[config.mk]
export PLATFORM = sky130hd
export DESIGN_NAME = nested_loop_addr_gen_flat
export DESIGN_NICKNAME = d
export VERILOG_FILES = /design/src/rtl/nested_loop_addr_gen_pkg.sv /design/src/rtl/nested_loop_addr_gen_if.sv /design/src/rtl/nested_loop_addr_gen_counter.sv /design/src/rtl/nested_loop_addr_gen.sv /design/src/flat_wrapper.sv
export SDC_FILE = /design/constraint.sdc
export NUM_CORES = 2
export LEC_CHECK = 0
export ABC_AREA = 1
export BUFFER_PORTS_ARGS = -buffer_cell sky130_fd_sc_hd__buf_2
export CAP_MARGIN = 15
export CORE_MARGIN = 4
export CORE_UTILIZATION = 65
export DETAILED_ROUTE_END_ITERATION = 16
export GPL_TIMING_DRIVEN = 0
export HOLD_SLACK_MARGIN = 0.08
export PLACE_DENSITY = 0.85
export SLEW_MARGIN = 20
export SYNTH_ARGS = -nofsm -noshare
export SYNTH_HDL_FRONTEND = slang
export SYNTH_SLANG_ARGS = --single-unit
[constraint.sdc]
create_clock -name clk -period 15.4 [get_ports clk]
set_input_delay 0.77 -clock clk [delete_from_list [all_inputs] [get_ports clk]]
set_output_delay 0.77 -clock clk [all_outputs]
set_load 0.01 [all_outputs]
[src/rtl/nested_loop_addr_gen_pkg.sv]
// Shared constants, FSM encoding and helpers for the nested-loop address generator.
package simd_loop_pkg;

  localparam logic [3:0] LOOP_CFG      = 4'b0111;
  localparam logic [3:0] FN_SET_BASE   = 4'b0000;
  localparam logic [3:0] FN_SET_ITER   = 4'b0001;
  localparam logic [3:0] FN_SET_STRIDE = 4'b0010;

  typedef enum logic [1:0] {
    ST_IDLE  = 2'd0,
    ST_RUN   = 2'd1,
    ST_DRAIN = 2'd2
  } state_t;

  // A programmed trip count of zero behaves as a single iteration.
  function automatic logic [31:0] eff_count(input logic [31:0] c);
    return (c == '0) ? 32'd1 : c;
  endfunction

endpackage

[src/rtl/nested_loop_addr_gen_if.sv]
// Config instruction fields plus the valid/ready address stream of the generator.
interface nested_loop_addr_gen_if #(
  parameter int LEVEL_BITS    = 2,
  parameter int ADDR_WIDTH    = 32,
  parameter int IMM_WIDTH     = 32,
  parameter int OPCODE_BITS   = 4,
  parameter int FUNCTION_BITS = 4
);
  logic                     cfg_valid;
  logic [OPCODE_BITS-1:0]   opcode;
  logic [FUNCTION_BITS-1:0] fn;
  logic [LEVEL_BITS-1:0]    cfg_level;
  logic [IMM_WIDTH-1:0]     immediate;
  logic                     start;
  logic                     out_ready;
  logic                     out_valid;
  logic [ADDR_WIDTH-1:0]    address_out;
  logic                     out_last;
  logic                     busy;
  logic                     done;

  modport master (
    output cfg_valid, opcode, fn, cfg_level, immediate, start, out_ready,
    input  out_valid, address_out, out_last, busy, done
  );

  modport slave (
    input  cfg_valid, opcode, fn, cfg_level, immediate, start, out_ready,
    output out_valid, address_out, out_last, busy, done
  );
endinterface

[src/rtl/nested_loop_addr_gen_counter.sv]
// Odometer of NUM_LEVELS iteration counters; level 0 is innermost.
module loop_counter_nest
  import simd_loop_pkg::*;
#(
  parameter int NUM_LEVELS = 4,
  parameter int ITER_WIDTH = 16
) (
  input  logic                  clk,
  input  logic                  reset,
  input  logic                  advance,
  input  logic [ITER_WIDTH-1:0] count [NUM_LEVELS],
  output logic [ITER_WIDTH-1:0] iter  [NUM_LEVELS],
  output logic                  all_last
);

  logic [NUM_LEVELS-1:0] wrap;
  logic [NUM_LEVELS-1:0] carry;
  logic                  chain;

  always_comb begin
    wrap  = '0;
    carry = '0;
    chain = advance;
    for (int unsigned l = 0; l < NUM_LEVELS; l++) begin
      wrap[l]  = (iter[l] == ITER_WIDTH'(eff_count(32'(count[l])) - 32'd1));
      carry[l] = chain;
      chain    = chain & wrap[l];
    end
  end

  assign all_last = &wrap;

  // Issuing the final tuple wraps every level, so the counters rest at zero between nests.
  always_ff @(posedge clk) begin
    if (reset) begin
      for (int unsigned l = 0; l < NUM_LEVELS; l++) iter[l] <= '0;
    end else begin
      for (int unsigned l = 0; l < NUM_LEVELS; l++) begin
        if (carry[l]) iter[l] <= wrap[l] ? '0 : iter[l] + ITER_WIDTH'(1);
      end
    end
  end

endmodule

[src/rtl/nested_loop_addr_gen.sv]
// Loop-nest address generator: config registers, run FSM and 2-stage address pipeline.
module nested_loop_addr_gen
  import simd_loop_pkg::*;
#(
  parameter int NUM_LEVELS    = 4,
  parameter int LEVEL_BITS    = (NUM_LEVELS > 1) ? $clog2(NUM_LEVELS) : 1,
  parameter int ADDR_WIDTH    = 32,
  parameter int STRIDE_WIDTH  = 32,
  parameter int ITER_WIDTH    = 16,
  parameter int IMM_WIDTH     = 32,
  parameter int OPCODE_BITS   = 4,
  parameter int FUNCTION_BITS = 4
) (
  input  logic                   clk,
  input  logic                   reset,
  nested_loop_addr_gen_if.slave  bus
);

  localparam int PW = STRIDE_WIDTH + ITER_WIDTH;

  state_t state, state_next;

  logic [ADDR_WIDTH-1:0]          base;
  logic signed [STRIDE_WIDTH-1:0] stride [NUM_LEVELS];
  logic [ITER_WIDTH-1:0]          count  [NUM_LEVELS];
  logic [ITER_WIDTH-1:0]          iter   [NUM_LEVELS];
  logic [IMM_WIDTH-1:0]           imm;
  logic                           all_last, stall, issue, cfg_ok, accept_last;

  logic                  s1_valid, s1_last;
  logic signed [PW-1:0]  s1_prod [NUM_LEVELS];
  logic [ADDR_WIDTH-1:0] sum;
  logic                  out_valid, out_last;
  logic [ADDR_WIDTH-1:0] address;

  assign imm         = bus.immediate;
  assign stall       = out_valid & ~bus.out_ready;
  assign accept_last = out_valid & bus.out_ready & out_last;
  assign cfg_ok      = (state == ST_IDLE) && bus.cfg_valid &&
                       (bus.opcode == OPCODE_BITS'(LOOP_CFG));

  always_ff @(posedge clk) begin
    if (reset) begin
      base <= '0;
      for (int unsigned l = 0; l < NUM_LEVELS; l++) begin
        stride[l] <= '0;
        count[l]  <= '0;
      end
    end else if (cfg_ok) begin
      if (bus.fn == FUNCTION_BITS'(FN_SET_BASE)) base <= ADDR_WIDTH'(imm);
      for (int unsigned l = 0; l < NUM_LEVELS; l++) begin
        if (bus.cfg_level == LEVEL_BITS'(l)) begin
          if (bus.fn == FUNCTION_BITS'(FN_SET_ITER))   count[l]  <= ITER_WIDTH'(imm);
          if (bus.fn == FUNCTION_BITS'(FN_SET_STRIDE)) stride[l] <= STRIDE_WIDTH'($signed(imm));
        end
      end
    end
  end

  always_ff @(posedge clk) begin
    if (reset) state <= ST_IDLE;
    else       state <= state_next;
  end

  // Tuple 0 is issued on the start edge itself, saving a cycle of latency.
  always_comb begin
    state_next = state;
    issue      = 1'b0;
    case (state)
      ST_IDLE: begin
        if (bus.start) begin
          issue      = 1'b1;
          state_next = all_last ? ST_DRAIN : ST_RUN;
        end
      end
      ST_RUN: begin
        if (!stall) begin
          issue = 1'b1;
          if (all_last) state_next = ST_DRAIN;
        end
      end
      ST_DRAIN: begin
        if (accept_last) state_next = ST_IDLE;
      end
      default: state_next = ST_IDLE;
    endcase
  end

  loop_counter_nest #(
    .NUM_LEVELS (NUM_LEVELS),
    .ITER_WIDTH (ITER_WIDTH)
  ) u_counters (
    .clk      (clk),
    .reset    (reset),
    .advance  (issue),
    .count    (count),
    .iter     (iter),
    .all_last (all_last)
  );

  always_comb begin
    sum = base;
    for (int unsigned l = 0; l < NUM_LEVELS; l++) sum = sum + ADDR_WIDTH'(s1_prod[l]);
  end

  always_ff @(posedge clk) begin
    if (reset) begin
      s1_valid  <= 1'b0;
      s1_last   <= 1'b0;
      out_valid <= 1'b0;
      out_last  <= 1'b0;
      address   <= '0;
      for (int unsigned l = 0; l < NUM_LEVELS; l++) s1_prod[l] <= '0;
    end else if (!stall) begin
      s1_valid  <= issue;
      s1_last   <= issue & all_last;
      for (int unsigned l = 0; l < NUM_LEVELS; l++)
        s1_prod[l] <= $signed(PW'(stride[l])) * $signed(PW'(iter[l]));
      out_valid <= s1_valid;
      out_last  <= s1_last;
      address   <= sum;
    end
  end

  assign bus.out_valid   = out_valid;
  assign bus.address_out = address;
  assign bus.out_last    = out_last;
  assign bus.busy        = (state != ST_IDLE);
  assign bus.done        = (state == ST_DRAIN) & accept_last;

endmodule

[src/flat_wrapper.sv]
// flat-port wrapper written by rule: the top's interface ports become plain ports
module nested_loop_addr_gen_flat import simd_loop_pkg::*;
#(
  parameter int NUM_LEVELS    = 4,
  parameter int LEVEL_BITS    = (NUM_LEVELS > 1) ? $clog2(NUM_LEVELS) : 1,
  parameter int ADDR_WIDTH    = 32,
  parameter int STRIDE_WIDTH  = 32,
  parameter int ITER_WIDTH    = 16,
  parameter int IMM_WIDTH     = 32,
  parameter int OPCODE_BITS   = 4,
  parameter int FUNCTION_BITS = 4
)
  (clk, reset, bus_cfg_valid, bus_opcode, bus_fn, bus_cfg_level, bus_immediate, bus_start, bus_out_ready, bus_out_valid, bus_address_out, bus_out_last, bus_busy, bus_done);
  nested_loop_addr_gen_if #(.LEVEL_BITS(LEVEL_BITS), .ADDR_WIDTH(ADDR_WIDTH), .IMM_WIDTH(IMM_WIDTH), .OPCODE_BITS(OPCODE_BITS), .FUNCTION_BITS(FUNCTION_BITS)) bus_i ();
  input  logic clk;
  input  logic reset;
  input wire logic [$bits(bus_i.cfg_valid)-1:0] bus_cfg_valid;
  input wire logic [$bits(bus_i.opcode)-1:0] bus_opcode;
  input wire logic [$bits(bus_i.fn)-1:0] bus_fn;
  input wire logic [$bits(bus_i.cfg_level)-1:0] bus_cfg_level;
  input wire logic [$bits(bus_i.immediate)-1:0] bus_immediate;
  input wire logic [$bits(bus_i.start)-1:0] bus_start;
  input wire logic [$bits(bus_i.out_ready)-1:0] bus_out_ready;
  output wire logic [$bits(bus_i.out_valid)-1:0] bus_out_valid;
  output wire logic [$bits(bus_i.address_out)-1:0] bus_address_out;
  output wire logic [$bits(bus_i.out_last)-1:0] bus_out_last;
  output wire logic [$bits(bus_i.busy)-1:0] bus_busy;
  output wire logic [$bits(bus_i.done)-1:0] bus_done;
  assign bus_i.cfg_valid = bus_cfg_valid;
  assign bus_i.opcode = bus_opcode;
  assign bus_i.fn = bus_fn;
  assign bus_i.cfg_level = bus_cfg_level;
  assign bus_i.immediate = bus_immediate;
  assign bus_i.start = bus_start;
  assign bus_i.out_ready = bus_out_ready;
  assign bus_out_valid = bus_i.out_valid;
  assign bus_address_out = bus_i.address_out;
  assign bus_out_last = bus_i.out_last;
  assign bus_busy = bus_i.busy;
  assign bus_done = bus_i.done;
  nested_loop_addr_gen #(.NUM_LEVELS(NUM_LEVELS), .LEVEL_BITS(LEVEL_BITS), .ADDR_WIDTH(ADDR_WIDTH), .STRIDE_WIDTH(STRIDE_WIDTH), .ITER_WIDTH(ITER_WIDTH), .IMM_WIDTH(IMM_WIDTH), .OPCODE_BITS(OPCODE_BITS), .FUNCTION_BITS(FUNCTION_BITS)) u_core (.clk(clk), .reset(reset), .bus(bus_i));
endmodule
# == Yosys cells after proc, flatten, opt, wreduce, memory -nomap -nowiden ==
# Memory sizes are Yosys's and may differ from the RTL's.
# Index checks and enable logic that the tools add are counted.
# totals
regBits,198
in_bits,47
output_inout_bits,36
elab_cells,129
n_memories,2
ram_bits,320
# op_classes
n_reduce_logical,17
n_eq_ne,16
n_addsub,12
n_mul,4
mux,46
n_bitwise,17
# memory_table
memory,depth,word_bits,read_ports,rd_ports_with_merged_regs,wr,line,text
u_core.s1_prod,4,48,4,0,4,nested_loop_addr_gen.sv:31,logic signed [PW-1:0] s1_prod [NUM_LEVELS];
u_core.stride,4,32,4,0,4,nested_loop_addr_gen.sv:24,logic signed [STRIDE_WIDTH-1:0] stride [NUM_LEVELS];
# ops
operator,count
$mul 32x17->48,4
$mux 48,4
$add 32x32->32,4
$mux 16,8
$mux 32,4
$add 16x1->16 const B,4
$eq 16x16->1,4
$logic_not 16->1,4
$sub 16x1->16 const B,4
$mux 1,23
$reduce_and 3->1,4
$mux 2,5
$and 1x1->1,8
$or 1x1->1,8
$reduce_and 4->1,2
$eq 2x2->1 const B,3
$pmux 2 s3,1
$eq 2x1->1 const B,2
$eq 4x1->1 const B,1
$eq 4x2->1 const B,1
$eq 4x3->1 const B,1
$logic_not 2->1,2
$logic_not 4->1,1
$ne 2x1->1 const B,2
other kinds (6),8

# == Depth between registers and ports, before layout ==
# depth
depth_word,8
mapped_depth,31
depth_no_buf,29

# == Modules after synthesis ==
# A second synthesis with hierarchy kept.
# unflattened
hier_cells,9689
area_unflattened_um2,74535.2
# modules_own_cells
mod,seq_area_each_um2,n_inst,area_per_inst_um2,cells_per_inst
nested_loop_addr_gen,10369.9,1,67417.2,8462
loop_counter_nest,1281.2,1,7118.1,1227

# == Worst setup path before layout ==
# No wires, ideal clock.
# synth_path
kind,flip-flop to flip-flop
start,register u_core.u_counters.iter[45] (netlist name)
end,"memory u_core.s1_prod[1][28] (netlist name), data pin"
arrival_time_ps,5753
stages_incl_launch_ff,23
path_buffers,3
slack_ps,9388
setup_time_ps,259
cell_sequence,dfxtp_1 clkbuf_1 clkbuf_1 buf_1 nand2_1 fa_1 inv_1 fa_1 fa_1 fa_1 fa_1 inv_1 fa_1 inv_1 ha_1 nand2_1 nor2_1 nand2_1 o311ai_0 a21o_1 a21oi_1 o21ai_0 a21oi_1
# synth_rtl
element,line,text
"start, declared",nested_loop_addr_gen_counter.sv:12,"output logic [ITER_WIDTH-1:0] iter [NUM_LEVELS],"
"start signal, assigned by index",nested_loop_addr_gen_counter.sv:39,if (carry[l]) iter[l] <= wrap[l] ? '0 : iter[l] + ITER_WIDTH'(1);
"end, declared",nested_loop_addr_gen.sv:31,

==> results_dict.tcl <==
set metrics [dict create \
    h-tree-depth 2 \
    whs_ns 0.455 \
    netlist_area_um2 71900 \
    synth_flop_cell "edfxtp_1" \
    max_freq_mhz 129 \
    r2r_setup_slack_ns 7.64 \
    core_um2 109000 \
    place_inst 10600 \
    synth_fp_nets 10800 \
    rsz0062_at_grt "false" \
    wirelength_mm 233 \
    vias 61500 \
    cts_made_buffers 53 \
    path_clk_slew_ns 0.06 \
    crit_fanout 10 \
    min_period_over_period_pct 50.4 \
    drtAntennaViolNets 0 \
    clockRootBuffer "clkbuf_16" \
    cts.repair.resized 0 \
    path_class "reg -> reg" \
    cts_setup_buffers 0 \
    reg2reg_to "u_core.s1_prod[2][30]" \
    num_io_pins 83 \
    start_util_pct 65.7 \
    min_to "u_core.bus.address_out[14]" \
    muxShareOfSynthArea_pct 0 \
    hp-class "reg -> reg" \
    cts_hold_buffers 0 \
    final_area_um2 76100 \
    avgSynthCellArea_um2 7.92 \
    crit_required_ns 15.88 \
    n_fill_cell 8981 \
    grt_usage_pct 40.6 \
    stdcell_count 10800 \
    clk_path_buf_depth 3 \
    cts_tree "built" \
    synth_compound_area_share_pct 6.37 \
    layout_common_cells "inv_1, nand2_1, fa_1" \
    synth_top_family_by_area "adder cells" \
    cpPeakStageDelay_ns 0.90 \
    synth_cell_types 58 \
    cp_top_family "adder cells" \
    reg2reg_from "u_core.u_counters.iter[23]" \
    critPathCaptureType "flop" \
    gp_congestion 1.07 \
    dieArea_um2 116000 \
    portBuffers 81 \
    layout.nets 10900 \
    syn_to_final_growth_pct 5.85 \
    synthSimpleGateAreaFrac_pct 16.0 \
    min_delay_path_depth 2 \
    post_dp_cell_area_um2 74200 \
    worst_ir_drop_vdd_uv 113 \
    die_w_um 340 \
    firstDrtPassIters 8 \
    reg2regPathDepth 27 \
    netlist_instances 9078 \
    row_count 121 \
    ys_async_sr_fraction_pct 0 \
    synth_seq_area_share_pct 16.2 \
    tns_ns 0 \
    route.detailed.drc 0 \
    power_leakage_nw 41.5 \
    hold_viol 0 \
    critPathArrivalTime_ns 8.24 \
    drv_cap 0 \
    cp_common_cell "nand2_1" \
    grt_pass1_wl_mm 355 \
    hpwlAfterDp_mm 185 \
    critPathLaunchType "flop" \
    cts_num_sinks 454 \
    min_period_ns 7.76 \
    dieHeight_um 340 \
    drt_iter0_markers 6878 \
    critPathSlowestCell "clkbuf_1" \
    synth_seq_cells 454 \
    grt_pass1_vias 62000 \
    grt_max_degree 69 \
    synth_edf_count 256 \
    synth_xor_area_share_pct 2.89 \
    startpoint "u_core.u_counters.iter[23]" \
    worstSkewPairLatency_ns 0.68 \
    slew_headroom_pct 12.7 \
    antenna_found_initial 18 \
    wl_per_cell_um 21.7 \
    synth_warnings 0 \
    synthAdderAreaFrac_pct 42.9 \
    min_from "u_core.bus.address_out[14]" \
    final_common_cell "inv_1" \
    path_buf_inv 7 \
    setup_viol 0 \
    worst_pin_slew_ns 1.30 \
    drv_slew 0 \
    p_per_area_nw_per_um2 48.9 \
    status "completed" \
    grt_overflow_total 0 \
    drive_gt1_share_pct 2.59 \
    finalClockSkew_ns 0.0392 \
    via_per_inst 5.72 \
]
==> cell families (layout without fill, tap and decap cells) <==
kind of cell | Yosys count | after routing
adder cells (fa/ha/maj) | 1676 | 1676
AO/OA/AOI/OAI | 846 | 846
XOR/XNOR | 224 | 224
other | 0 | 18
buffers and inverters | 2992 | 3176
AND/OR/NAND/NOR | 2886 | 2886
flip-flops | 454 | 454
==> how the worst max path moves through the flow <==
stage	depth (start not counted)	slack (ns)	to
floorplan	22	9.39	u_core.s1_prod[1][28]
global placement	27	8.00	u_core.s1_prod[2][30]
detailed placement	21	7.96	u_core.s1_prod[1][28]
CTS	21	7.92	u_core.s1_prod[1][28]
global route	27	7.52	u_core.s1_prod[2][30]
finish	27	7.64	u_core.s1_prod[2][30]
==> synthesized netlist by cell type (5+ instances only) <==
cell type	number	area share, %
o21bai_1	18	0.19
o21ai_0	304	2.1
dfxtp_1	198	5.5
nor4_1	23	0.20
or2_2	8	0.070
a21oi_1	414	2.9
nor3_1	46	0.32
fa_1	1308	36
nor3b_1	6	0.063
ha_1	368	6.4
clkinv_1	19	0.099
a31oi_1	15	0.13
xnor3_1	7	0.22
xnor2_1	85	1.0
nand2_2	13	0.11
nand3b_1	20	0.21
nor2_2	6	0.052
a21boi_0	5	0.052
nand2_1	2131	11
nand3_1	144	1.0
o2111ai_1	6	0.073
xor2_1	131	1.6
buf_1	58	0.30
o21a_1	33	0.34
inv_1	2521	13
a21o_1	15	0.16
nor2_1	436	2.3
nand4_1	42	0.37
clkbuf_1	382	2.0
edfxtp_1	256	11
a21oi_2	10	0.12
==> layer usage <==
| metal | track usage [%] | wire [um] | vias up |
|---|---|---|---|
| li1 | - | - | 26600 |
| met1 | 50.9 | 81300 | 29800 |
| met2 | 60.8 | 101000 | 4047 |
| met3 | 13.8 | 33000 | 1027 |
| met4 | 25.4 | 18000 | 26 |
| met5 | 0 | 162 | - |
==> sequential cells by signal, indices dropped and copies added (netlist names) <==
register                cells
u_core.count               64
u_core.bus.out_valid        1
u_core.state                2
u_core.u_counters.iter     64
u_core.bus.address_out     32
u_core.stride             128
u_core.base                32
u_core.s1_valid             1
u_core.s1_prod            128
u_core.bus.out_last         1
u_core.s1_last              1
==> per-stage QoR <==
step / setup slack, ns / utilization [%] / power [mW]
2_1_floorplan: 9.39 / - / 1.95
3_3_place_gp: 8.00 / 67.8 / 2.32
3_5_place_dp: 7.96 / 67.9 / 2.34
4_1_cts: 7.92 / 69.5 / 3.66
5_1_grt: 7.52 / 69.6 / 3.81
6_report: 7.64 / 69.6 / 3.72
==> worst min-delay path, delay by kind of cell (launching register included) <==
family	cells	cell delay, ns
flops	1	0.31
simple gates	2	0.10
==> area by class of cell <==
type	count	area [um2]	share of cell area (%)
Antenna cell	18	45.0	0.0592
Buffer	449	1720	2.26
Clock buffer	74	1560	2.05
Clock inverter	26	244	0.321
Inverter	2543	9550	12.6
Multi-Input combinational cell	5632	48900	64.4
Sequential cell	454	11700	15.3
Tap cell	1476	1850	2.43
Timing Repair Buffer	84	488	0.642
==> report_power, final <==
group / switching [mW] / total (mW) / internal (mW)
Clock: 0.607 / 1.35 / 0.748
Sequential: 0.0752 / 1.43 / 1.36
Combinational: 0.681 / 0.933 / 0.252
(Power assumes the default switching activity.)
